File: config.mk
export PLATFORM = sky130hd
export DESIGN_NAME = fetch_unit_ras
export DESIGN_NICKNAME = d
export VERILOG_FILES = /design/src/rtl/fetch_pkg.sv /design/src/rtl/return_addr_stack.sv /design/src/rtl/fetch_unit_ras.sv
export SDC_FILE = /design/constraint.sdc
export NUM_CORES = 1
export LEC_CHECK = 0
export CELL_PAD_IN_SITES_DETAIL_PLACEMENT = 0
export CELL_PAD_IN_SITES_GLOBAL_PLACEMENT = 2
export CORE_MARGIN = 2
export CORE_UTILIZATION = 33
export DETAILED_ROUTE_END_ITERATION = 10
export PLACE_DENSITY = 0.85
export SYNTH_ARGS = -nofsm -noshare
export SYNTH_HDL_FRONTEND = slang
export SYNTH_SLANG_ARGS = --single-unit
export TNS_END_PERCENT = 20
File: constraint.sdc
create_clock -name clk -period 4.2 [get_ports clk]
set_input_delay 0.84 -clock clk [delete_from_list [all_inputs] [get_ports clk]]
set_output_delay 0.84 -clock clk [all_outputs]
set_load 0.02 [all_outputs]
File: src/rtl/fetch_pkg.sv
// Shared types and helpers for the fetch stage: next-PC source encoding and
// the redirect priority resolver used by the fetch unit.
package fetch_pkg;

  typedef enum logic [2:0] {
    PC_SEQ,
    PC_JUMP,
    PC_BRANCH,
    PC_CALL_RS1,
    PC_RET
  } pc_src_e;

  localparam int unsigned FETCH_INC = 4;

  // Multi-hot decode signals resolve as ret > call_rs1 > call > jump > branch.
  // Plain calls share PC_JUMP with jumps because both target jump_addr.
  function automatic pc_src_e pc_select(
    input logic sig_ret,
    input logic sig_call_rs1,
    input logic sig_call,
    input logic sig_jump,
    input logic sig_beq,
    input logic sig_bne,
    input logic sig_eq
  );
    if (sig_ret) begin
      return PC_RET;
    end else if (sig_call_rs1) begin
      return PC_CALL_RS1;
    end else if (sig_call || sig_jump) begin
      return PC_JUMP;
    end else if ((sig_beq && sig_eq) || (sig_bne && !sig_eq)) begin
      return PC_BRANCH;
    end
    return PC_SEQ;
  endfunction

endpackage

File: src/rtl/return_addr_stack.sv
// Circular return-address stack: pushes overwrite the oldest entry when full,
// pops on an empty stack leave the pointer alone and flag an underflow.
module return_addr_stack #(
  parameter  int XLEN      = 32,
  parameter  int RAS_DEPTH = 8,
  localparam int PTR_W     = $clog2(RAS_DEPTH),
  localparam int CNT_W     = PTR_W + 1
) (
  input  logic             clk,
  input  logic             reset,
  input  logic             push,
  input  logic             pop,
  input  logic [XLEN-1:0]  push_data,
  output logic [XLEN-1:0]  top_data,
  output logic [CNT_W-1:0] count,
  output logic             empty,
  output logic             overflow,
  output logic             underflow
);

  localparam logic [CNT_W-1:0] DEPTH_C = CNT_W'(RAS_DEPTH);

  logic [XLEN-1:0]  mem_q [RAS_DEPTH];
  logic [PTR_W-1:0] top_q, top_d;
  logic [CNT_W-1:0] count_q, count_d;
  logic             overflow_q, underflow_q;
  logic             full;

  assign empty     = (count_q == '0);
  assign full      = (count_q == DEPTH_C);
  assign top_data  = mem_q[top_q];
  assign count     = count_q;
  assign overflow  = overflow_q;
  assign underflow = underflow_q;

  always_comb begin
    top_d   = top_q;
    count_d = count_q;
    if (push) begin
      top_d = top_q + PTR_W'(1);
      if (!full) begin
        count_d = count_q + CNT_W'(1);
      end
    end else if (pop && !empty) begin
      top_d   = top_q - PTR_W'(1);
      count_d = count_q - CNT_W'(1);
    end
  end

  always_ff @(posedge clk) begin
    if (reset) begin
      top_q       <= '0;
      count_q     <= '0;
      overflow_q  <= 1'b0;
      underflow_q <= 1'b0;
    end else begin
      top_q       <= top_d;
      count_q     <= count_d;
      overflow_q  <= push && full;
      underflow_q <= pop && !push && empty;
    end
  end

  // Storage is never cleared; entries are only read while count says valid.
  always_ff @(posedge clk) begin
    if (!reset && push) begin
      mem_q[top_d] <= push_data;
    end
  end

endmodule

File: src/rtl/fetch_unit_ras.sv
// Instruction fetch stage: PC register, prioritised next-PC selection with a
// return-address stack, one-bubble redirect kill and the IF/ID output latch.
module fetch_unit_ras
  import fetch_pkg::*;
#(
  parameter  int              XLEN      = 32,
  parameter  int              RAS_DEPTH = 8,
  parameter  logic [XLEN-1:0] RESET_PC  = '0,
  parameter  logic [XLEN-1:0] NOP_INSTR = '0,
  localparam int              CNT_W     = $clog2(RAS_DEPTH) + 1
) (
  input  logic             clk,
  input  logic             reset,
  input  logic             stall,
  output logic [XLEN-1:0]  imem_addr,
  input  logic [XLEN-1:0]  imem_rdata,
  input  logic [XLEN-1:0]  jump_addr,
  input  logic [XLEN-1:0]  branch_addr,
  input  logic [XLEN-1:0]  call_rs1_addr,
  input  logic [XLEN-1:0]  id_link_pc4,
  input  logic             sig_jump,
  input  logic             sig_call,
  input  logic             sig_call_rs1,
  input  logic             sig_ret,
  input  logic             sig_beq,
  input  logic             sig_bne,
  input  logic             sig_eq,
  output logic [XLEN-1:0]  id_instr,
  output logic [XLEN-1:0]  id_pc4,
  output logic             id_valid,
  output logic [CNT_W-1:0] ras_count,
  output logic             ras_overflow,
  output logic             ras_underflow
);

  logic [XLEN-1:0] pc_q, pc_d;
  logic [XLEN-1:0] id_instr_q, id_instr_d;
  logic [XLEN-1:0] id_pc4_q, id_pc4_d;
  logic            id_valid_q, id_valid_d;
  logic [XLEN-1:0] pc_plus4;
  logic [XLEN-1:0] target;
  logic [XLEN-1:0] ras_top;
  logic            ras_empty;
  logic            ras_push, ras_pop;
  logic            redirect;
  pc_src_e         pc_src;

  assign pc_src   = pc_select(sig_ret, sig_call_rs1, sig_call, sig_jump,
                              sig_beq, sig_bne, sig_eq);
  assign redirect = (pc_src != PC_SEQ);
  assign pc_plus4 = pc_q + XLEN'(FETCH_INC);

  // A call shows up as PC_JUMP; sig_call distinguishes it since call beats jump.
  assign ras_push = !stall && ((pc_src == PC_CALL_RS1) || (pc_src == PC_JUMP && sig_call));
  assign ras_pop  = !stall && (pc_src == PC_RET);

  always_comb begin
    target = pc_plus4;
    unique case (pc_src)
      PC_RET:      target = ras_empty ? RESET_PC : ras_top;
      PC_CALL_RS1: target = call_rs1_addr;
      PC_JUMP:     target = jump_addr;
      PC_BRANCH:   target = branch_addr;
      default:     target = pc_plus4;
    endcase
  end

  always_comb begin
    pc_d       = pc_q;
    id_instr_d = id_instr_q;
    id_pc4_d   = id_pc4_q;
    id_valid_d = id_valid_q;
    if (!stall) begin
      pc_d     = target;
      id_pc4_d = pc_plus4;
      if (redirect) begin
        id_instr_d = NOP_INSTR;
        id_valid_d = 1'b0;
      end else begin
        id_instr_d = imem_rdata;
        id_valid_d = 1'b1;
      end
    end
  end

  always_ff @(posedge clk) begin
    if (reset) begin
      pc_q       <= RESET_PC;
      id_instr_q <= NOP_INSTR;
      id_pc4_q   <= '0;
      id_valid_q <= 1'b0;
    end else begin
      pc_q       <= pc_d;
      id_instr_q <= id_instr_d;
      id_pc4_q   <= id_pc4_d;
      id_valid_q <= id_valid_d;
    end
  end

  return_addr_stack #(
    .XLEN      (XLEN),
    .RAS_DEPTH (RAS_DEPTH)
  ) u_ras (
    .clk       (clk),
    .reset     (reset),
    .push      (ras_push),
    .pop       (ras_pop),
    .push_data (id_link_pc4),
    .top_data  (ras_top),
    .count     (ras_count),
    .empty     (ras_empty),
    .overflow  (ras_overflow),
    .underflow (ras_underflow)
  );

  assign imem_addr = pc_q;
  assign id_instr  = id_instr_q;
  assign id_pc4    = id_pc4_q;
  assign id_valid  = id_valid_q;

endmodule

==> flow_metrics.py <==
metrics = {
    "placed_design": {
        "place_ws_ns": 0.611,
        "place_hpwl_um": 29700,
        "portBuffers": 272,
        "place_congestion": 0.801,
        "dp.cells": 1844,
        "dpl_cell_area_um2": 18500,
    },
    "grt": {
        "grt.overflow.total": 0,
        "antenna_found_initial": 7,
        "grt_util_all_layers_pct": 17.8,
        "grt_max_degree": 62,
        "grt_pass1_wl_um": 64100,
        "grt_pass1_vias": 9993,
    },
    "timing": {
        "rsz0062_at_grt": "false",
        "finClkSkew_ns": 0.0221,
        "tightest_slew_ns": 1.18,
        "setup_viol": 0,
        "clock.fmax_mhz": 331,
        "setup_ws_ns": 1.18,
        "fin_setup_tns_ns": 0,
        "holdWs_ns": 0.460,
        "finalCritPeriodShare_pct": 71.9,
        "fin_crit_ns": 3.02,
        "slew_violations": 0,
        "slew_headroom_pct": 21.3,
        "hold_viol": 0,
    },
    "cells_and_area": {
        "multi_input_area_um2": 4870,
        "design_area_um2": 19700,
        "seq_area_um2": 9820,
        "syn_to_final_growth_pct": 31.2,
        "utilization_pct": 43.7,
        "fillers": 3988,
        "nets": 1461,
        "final_layout_size_suffix_gt1_share_pct": 14.0,
        "final_cells": 1913,
    },
    "worst_setup_path": {
        "critPathKind": "input pin to flop",
        "end_kind": "flop",
        "critPathLaunchType": "input pin",
        "cp_max_fo": 32,
        "cp.required_ns": 4.36,
        "arrival_ns": 3.18,
        "rr_worst_depth": 5,
    },
    "route": {
        "drt_first_pass_iters": 7,
        "drc": 0,
        "routed_wl_um": 43100,
        "avgViaCountPerCell": 5.22,
        "num_vias": 9993,
        "wl_per_cell_um": 22.5,
        "antenna_left": 0,
        "drtIter0Drc": 906,
    },
    "power": {
        "p_switching_mw": 2.36,
        "power.density_nw_per_um2": 454,
        "vdd_drop_max_uv": 263,
        "total_power_mw": 8.96,
        "seq_power_share_pct": 46.6,
        "intPower_mw": 6.60,
        "power_frac_comb_pct": 17.2,
        "leakagePower_nw": 6.47,
        "p_sw_share_pct": 26.4,
        "clock_power_share_pct": 36.1,
    },
    "synthesis": {
        "yosysWarnings": 0,
        "yosys.area.top_type_share_pct": 51.1,
        "synth_fp_nets": 1191,
        "synth_edf_count": 256,
        "ys_top_cells_by_area": "edfxtp_1, dfxtp_1, mux4_2",
        "async_flop_share_pct": 0,
        "syn_area_per_cell_um2": 14.8,
        "synth.most_common_cell": "edfxtp_1",
        "synthFlopType": "edfxtp_1",
        "synthTopCellsByCount": "edfxtp_1, dfxtp_1, nor2_1",
        "synth_top_area_cell": "edfxtp_1",
        "synth_cell_type_count": 67,
        "ys_ff_latch": 362,
        "syn_inst": 1015,
        "syn-cell-area_um2": 15000,
        "ys_seq_area_share_pct": 65.2,
    },
    "clocking": {
        "cts_sinks": 362,
        "ctsResizeCount": 0,
        "clock_latency_ns": 0.53,
        "cts_tree": "done",
        "cts_hold_buf": 0,
        "root_buffer": "clkbuf_16",
        "cts_inserted_buffers": 39,
        "cts_max_path_buffers": 3,
        "clk_pin_slew_ns": 0.06,
        "h-tree-depth": 2,
        "post_cts_buffers": 0,
    },
    "floorplanning": {
        "start_util_pct": 33.3,
        "core_area_um2": 45200,
        "die_width_um": 217,
        "die_h_um": 217,
        "num_rows": 78,
        "ios": 273,
        "design.die.area_um2": 47300,
    },
    "worst_hold_path": {
        "hold_depth": 2,
        "hold_class": "flop to flop",
    },
    "outcome": {
        "status": "finished clean",
    },
    "job": {
        "cap_violations": 0,
    },
}
## sequential cells by signal (all words and copies together), names as in the netlist
signal	cells
id_pc4	32
u_ras.overflow	1
u_ras.count	4
imem_addr	32
u_ras.top_q	3
u_ras.mem_q	256
id_valid	1
id_instr	32
u_ras.underflow	1
## per-layer routing
metal | track usage [%] | routed length, µm | vias to the layer above
met5 | 0 | 58 | -
met4 | 4.91 | 953 | 10
met3 | 4.20 | 2760 | 64
met2 | 28.9 | 20700 | 311
met1 | 24.0 | 18600 | 5030
li1 | - | - | 4578
## worst max-delay path, cell delays in order
cell and delay (ns):
clkdlybuf4s50_1 0.61, nor3_1 0.48, inv_1 0.25, nor2_1 0.25
nand3_1 0.17, nor2_2 0.11, buf_4 0.42
## area by class of cell
| class | count | share of cell area [%] |
|---|---|---|
| flip-flops and latches | 362 | 49.7 |
| clock inverters | 17 | 0.812 |
| inverters | 11 | 0.209 |
| well taps | 600 | 3.80 |
| clock buffers | 50 | 5.26 |
| repair buffers | 303 | 15.4 |
| multi-input cells | 568 | 24.7 |
| diodes | 2 | 0.0254 |
## cell usage in the layout (no fill, tap or decap), types with 9 or more instances in the layout
cell type and n:
clkbuf_16 39, a22o_1 33, clkbuf_1 9, buf_4 23, o211a_1 12, a21oi_1 36
xor2_1 11, nand3_1 13, clkdlybuf4s50_1 270, edfxtp_1 256, nor2_1 77, o21ai_0 29
mux4_2 60, mux2i_1 38, a222oi_1 24, a31oi_1 11, nand4_1 10, o211ai_1 18
nand2_1 45, inv_1 9, dfxtp_1 103, xnor2_1 24
## power groups by stage
| stage | logic [mW] | registers [mW] | clock network, mW |
|---|---|---|---|
| 2_1_floorplan | 0.925 | 4.19 | 0 |
| 3_3_place_gp | 1.54 | 4.25 | 0 |
| 3_5_place_dp | 1.56 | 4.26 | 0 |
| 4_1_cts | 1.56 | 4.18 | 3.31 |
| 5_1_grt | 1.66 | 4.21 | 3.45 |
| 6_report | 1.54 | 4.18 | 3.24 |
## kinds of logic (layout without fill, tap and decap cells)
family / after synthesis / after routing / share of synthesized area [%]
adders and majority gates: 6 / 6 / 0.549
AOI/OAI and AO/OA: 212 / 212 / 10.5
xor gates and xnor gates: 35 / 35 / 2.04
other: 0 / 2 / 0
and+or+nand+nor: 213 / 213 / 7.20
muxes: 102 / 102 / 11.8
DFF: 362 / 362 / 65.2
buffers and inverters: 85 / 381 / 2.64
## final timing paths
kind | from | to | slack (ns)
min | id_pc4[16]$_SDFFE_PP0N_ | id_pc4[16]$_SDFFE_PP0N_ | 0.46
max reg2reg | u_ras.top_q[1]$_SDFF_PP0_ | u_ras.mem_q[5][2]$_DFFE_PP_ | 1.35
max | sig_ret | u_ras.mem_q[3][2]$_DFFE_PP_ | 1.18
min reg2reg | id_pc4[16]$_SDFFE_PP0N_ | id_pc4[16]$_SDFFE_PP0N_ | 0.46
No activity file was read; power rests on OpenSTA's default activity.
